$ cat config.mk
export PLATFORM = sky130hd
export DESIGN_NAME = bus_decode_delay
export DESIGN_NICKNAME = d
export VERILOG_FILES = /design/src/rtl/bus_decode_delay.sv
export SDC_FILE = /design/constraint.sdc
export NUM_CORES = 1
export LEC_CHECK = 0
export BUFFER_PORTS_ARGS = -buffer_cell sky130_fd_sc_hd__buf_2
export CORE_AREA = 10 10 54 56
export CTS_BUF_LIST = sky130_fd_sc_hd__clkbuf_2
export CTS_CLUSTER_DIAMETER = 40
export DETAILED_ROUTE_END_ITERATION = 6
export DIE_AREA = 0 0 64 66
export PLACE_DENSITY = 0.9
export SLEW_MARGIN = 20
export SYNTH_ARGS = -nofsm -noshare
export SYNTH_HDL_FRONTEND = slang
export SYNTH_SLANG_ARGS = --single-unit
$ cat constraint.sdc
create_clock -name I_clock -period 0.85 [get_ports I_clock]
set_input_delay 0 -clock I_clock [delete_from_list [all_inputs] [get_ports I_clock]]
set_output_delay 0 -clock I_clock [all_outputs]
set_load 0.1 [all_outputs]
$ cat src/rtl/bus_decode_delay.sv
// bus_decode_delay: CPU host-bus address decode, slave strobes, read-data mux,
// and a tick-gated delay line that re-aligns video sync with the pixel pipeline.
module bus_decode_delay #(
   parameter int P_width  = 2,
   parameter int P_length = 4
) (
   input  logic               I_clock,
   input  logic               I_reset,
   input  logic [15:0]        I_addr,
   input  logic               I_phy2,
   input  logic               I_rdwr,
   input  logic [7:0]         I_mem_data,
   input  logic [7:0]         I_ppu_data,
   input  logic [7:0]         I_car_data,
   output logic [7:0]         O_rd_data,
   output logic [7:0]         O_addr_dec,
   output logic               O_mem_select,
   output logic               O_ppu_select,
   output logic               O_car_select,
   output logic               O_mem_wren,
   output logic               O_ppu_wren,
   output logic               O_ppu_rden,
   output logic               O_car_wren,
   input  logic               I_tick,
   input  logic [P_width-1:0] I_signal,
   output logic [P_width-1:0] O_signal
);
   logic [2:0]         region;
   logic               wren;
   logic               rden;
   logic [12:0]        unused_addr;
   logic [P_width-1:0] stage_q [P_length];
   logic [P_width-1:0] stage_d [P_length];

   assign region      = I_addr[15:13];
   assign unused_addr = I_addr[12:0];

   always_comb begin
      O_addr_dec   = 8'd1 << region;
      O_mem_select = O_addr_dec[0];
      O_ppu_select = O_addr_dec[1];
      O_car_select = |O_addr_dec[7:2];
      wren         = I_phy2 & ~I_rdwr;
      rden         = I_phy2 & I_rdwr;
      O_mem_wren   = wren & O_mem_select;
      O_ppu_wren   = wren & O_ppu_select;
      O_ppu_rden   = rden & O_ppu_select;
      O_car_wren   = wren & O_car_select;
      O_rd_data    = O_mem_select ? I_mem_data : O_ppu_select ? I_ppu_data : I_car_data;
   end

   // Stages only advance on a tick; otherwise the whole line holds.
   always_comb begin
      stage_d = stage_q;
      if (I_tick) begin
         stage_d[0] = I_signal;
         for (int i = 1; i < P_length; i++) stage_d[i] = stage_q[i-1];
      end
   end

   always_ff @(posedge I_clock) begin
      if (I_reset) stage_q <= '{default: '0};
      else stage_q <= stage_d;
   end

   assign O_signal = stage_q[P_length-1];
endmodule

# Word level (Yosys, flattened, before mapping)
# Cells that the tools add are included.
[totals]
ff_bits = 8
latchBits = 0
mem_bits_rw = 0
romBits = 0
input_bits = 47
output_inout_bits = 25
n_memories = 0
[classes]
add_sub_neg = 0
mul = 0
div_mod_pow = 0
order_cmp = 0
eq_ne = 0
shift = 1
mux = 2
n_bitwise = 7
n_reduce_logical = 1
[ops]
columns = ["operator", "count"]
rows = [
  ["8-bit two-way mux", 2],
  ["1-bit by 3-bit << shifter with 8-bit output, first input constant", 1],
  ["1-bit AND", 6],
  ["6-bit OR reduction", 1],
  ["1-bit inverter", 1],
]

# Longest topological paths before layout
[logic_depth]
ltp_word = 3
ltp_mapped = 5
ltp_nobuf = 3

# Worst setup path before layout
# Ideal clock, no wire load.
[synth_timing]
path_type = "input-to-output"
start = "input I_addr[13]"
end = "output O_addr_dec[2]"
arrival_ns = 2.488
required_ns = 0.850
slack_ns = -1.638
stages = 3
path_buffers = 2
path_cell_list = "buf_4 > buf_8 > nor3b_1"
[synth_between]
elab_chain_len = 1
[synth_rtl]
columns = ["item", "line", "text"]
rows = [
  ["start, declared", "9", "input logic [15:0] I_addr,"],
  ["1-bit by 3-bit << shifter with 8-bit output", "39", "O_addr_dec = 8'd1 << region;"],
  ["end, declared", "16", "output logic [7:0] O_addr_dec,"],
]
# Every way passes these cells.

# Final worst setup path
[layout_timing]
start = "input I_addr[15]"
end = "output O_mem_wren"
[layout_between]
elab_chain_len = 2
[layout_rtl]
columns = ["item", "line", "text"]
rows = [
  ["1-bit by 3-bit << shifter with 8-bit output", "39", ""],
  ["1-bit AND", "45", "O_mem_wren = wren & O_mem_select;"],
  ["end, declared", "20", "output logic O_mem_wren,"],
]
# Every way passes these cells.

==> out/results.ini <==
[clock_network]
clock-root-buffer=clkbuf_2
cts_tree=built
clk_latency_ps=220
path_clk_slew_ps=60
clock-sinks=8
clk_path_buf_depth=2
numCtsBuffers=3
htree_levels=1

[floorplan]
fp.dieW_um=64
start_util_pct=33.1
die_y_um=66
num_rows=16
pin_count=72
core_um2=1900
dieArea_um2=4220

[timing]
fin_ws_ps=-61.1
finalSetupTns_ps=-224
rsz0062_at_grt=true
final.period_utilization_pct=107
period_needed_ps=911
worst_pin_slew_ps=469
holdWs_ps=23.0
clock_skew_ps=1.51
relSlewSlack_pct=68.4
slew_viol_final=0
setup_viol=11
fmax_ghz=1.10
hold_viol=0

[synthesis]
synth_commonest_cells=16 x mux2i_1, 13 x nor2_1, 12 x o21ai_0
synth.distinct_cells=17
seq_area_frac_synth_pct=25.4
synth_ff_type=dfxtp_1
synth.most_common_cell=mux2i_1
synth.cell_area_um2=629
synth-edff-count=0
synth_top_area_share_pct=25.4
synthTopCellsByArea=dfxtp_1 25%, mux2i_1 25%, o21ai_0 9.5%
async_flop_share_pct=0
ys_ff_latch=8
synth_nets=124
yosysTopAreaCell=dfxtp_1
ys.warnings.count=0
syn-instance-count=77
syn_area_per_cell_um2=8.17

[placement]
dp_cells=156
place_hpwl_um=2440
globalplace.congestion=0.671
numPortBuffers=58

[detailed_routing]
routedWlPerCell_um=21.3
routed_wl_um=3580
vias_per_cell=5.02
drcViolationCount=0
detailedRoute.firstIterationViolations=38
dr.pass1.iters=4
drtAntennaViolNets=0
via_count=844

[layout]
fill_cells=77
drive_gt1_share_pct=73.8
seq_area_um2=160
nNetsFinal=190
antennaDiodeCount=0
stdcell_count=168
multiInputGateArea_um2=583
area_growth_pct=162

[global_route]
grt_overflow=0
grt_max_degree=12
grt_antenna_before_repair=0
grt_use_total_pct=14.8
grt_pass1_wl_um=5000
grt_pass1_vias=925

[worst_setup_path]
crit_required_ps=850
crit_path_max_incr_delay_ps=200
worstPathArrival_ps=910
crit_path_start_kind=input port
cp_max_fo=8
worstPathCellList=buf_12 -> nor2_4 -> inv_8 -> buf_12 -> nor3_4 -> buf_12
worst_path_most_repeated_cell=buf_12
cp-end-kind=output port
crit_slowest_cell=nor3_4
critical_path.top_delay_family=buffers and inverters
worst-path-buf-inv=4
crit_type=input port to output port

[pwr]
vdd.ir_drop.worst_mv=1.08
power.density_nw_per_um2=1100
p_leak_uw=0.000725

[worst_hold_path]
min_path_type=input port to register

[job]
drv_cap=0

[status]
outcome=finished, violations left
violations=negative setup slack

[kinds of logic after synthesis]
logic type / share of synthesized area [%]
simple gates: 22.1
flops: 25.4
buf+inv: 14.3
compound gates: 12.7
mux: 25.4
[registers in the layout, summed over array words and instances, names as in the netlist]
signal    count
stage_q       6
O_signal      2
[path summary, 6_finish.rpt]
path,start,endpoint,slack [ps],depth (start not counted)
max,I_addr[15],O_mem_wren,-60,6
min,I_signal[0],stage_q[6],20,3
max reg2reg,O_signal[1],O_signal[1],200,2
min reg2reg,stage_q[6],stage_q[6],500,2
[power breakdown]
group | total, uW | internal [uW] | leakage, uW | switching [uW]
combinational | 1220 | 468 | 0.000647 | 750
sequential | 392 | 386 | 0.0000650 | 6.23
clock | 202 | 95.9 | 0.0000125 | 106
total | 1810 | 950 | 0.000725 | 863
[through the flow]
| step | setup WS [ps] | power (uW) | cell area [um2] | util, % |
|---|---|---|---|---|
| final | -61.1 | 1810 | 1650 | 86.8 |
| after global routing | -103 | 1890 | 1650 | 86.8 |
| after CTS | -47.0 | 1780 | 1610 | 84.5 |
| after detailed placement | -143 | 1480 | 1430 | 75.3 |
| after global placement | -75.1 | 1450 | 1430 | 75.3 |
| after floorplan | -340 | 1120 | 825 | - |
[metal layers]
| metal | vias to the layer above | GRT usage, % | part of all wire [%] |
|---|---|---|---|
| li1 | 392 | - | - |
| met1 | 398 | 16.9 | 40 |
| met2 | 48 | 25.9 | 51 |
| met3 | 6 | 3.90 | 7.6 |
| met4 | 0 | 4.92 | 1.6 |
| met5 | - | 0 | 0 |
[layout make-up]
cell class,count,area share [%]
clock buffer,3,0.909
inverter,2,1.21
multi-input combinational,56,35.3
sequential,8,9.70
tap,27,2.05
timing repair buffer,72,50.8
[worst min-delay path, stage by stage]
cell and delay [ps]:
buf_2 80, mux2i_1 60, nor2_1 70
[placed cells by master (no fill, tap or decap)]
cell      count
buf_12       29
buf_2        30
buf_4        10
buf_6         3
clkbuf_2      3
dfxtp_1       8
inv_6         1
inv_8         1
mux2i_1      10
mux2i_2       4
mux2i_4       2
nand2_1       2
nand2b_1      1
nor2_1        8
nor2_2        3
nor2_4        3
nor3_4        3
nor3b_4       4
o21ai_0       5
o21ai_1       3
o21ai_2       1
o21ai_4       7
[repair_timing]
item                                    4_1_cts  5_1_grt
resized for setup                            18       12
hold buffers                                  0        0
endpoints found under the setup margin       19       15
endpoints found under the hold margin         0        0
buffers inserted                             10        0
pin swaps                                     7        4
No activity file was read; power rests on OpenSTA's default activity.
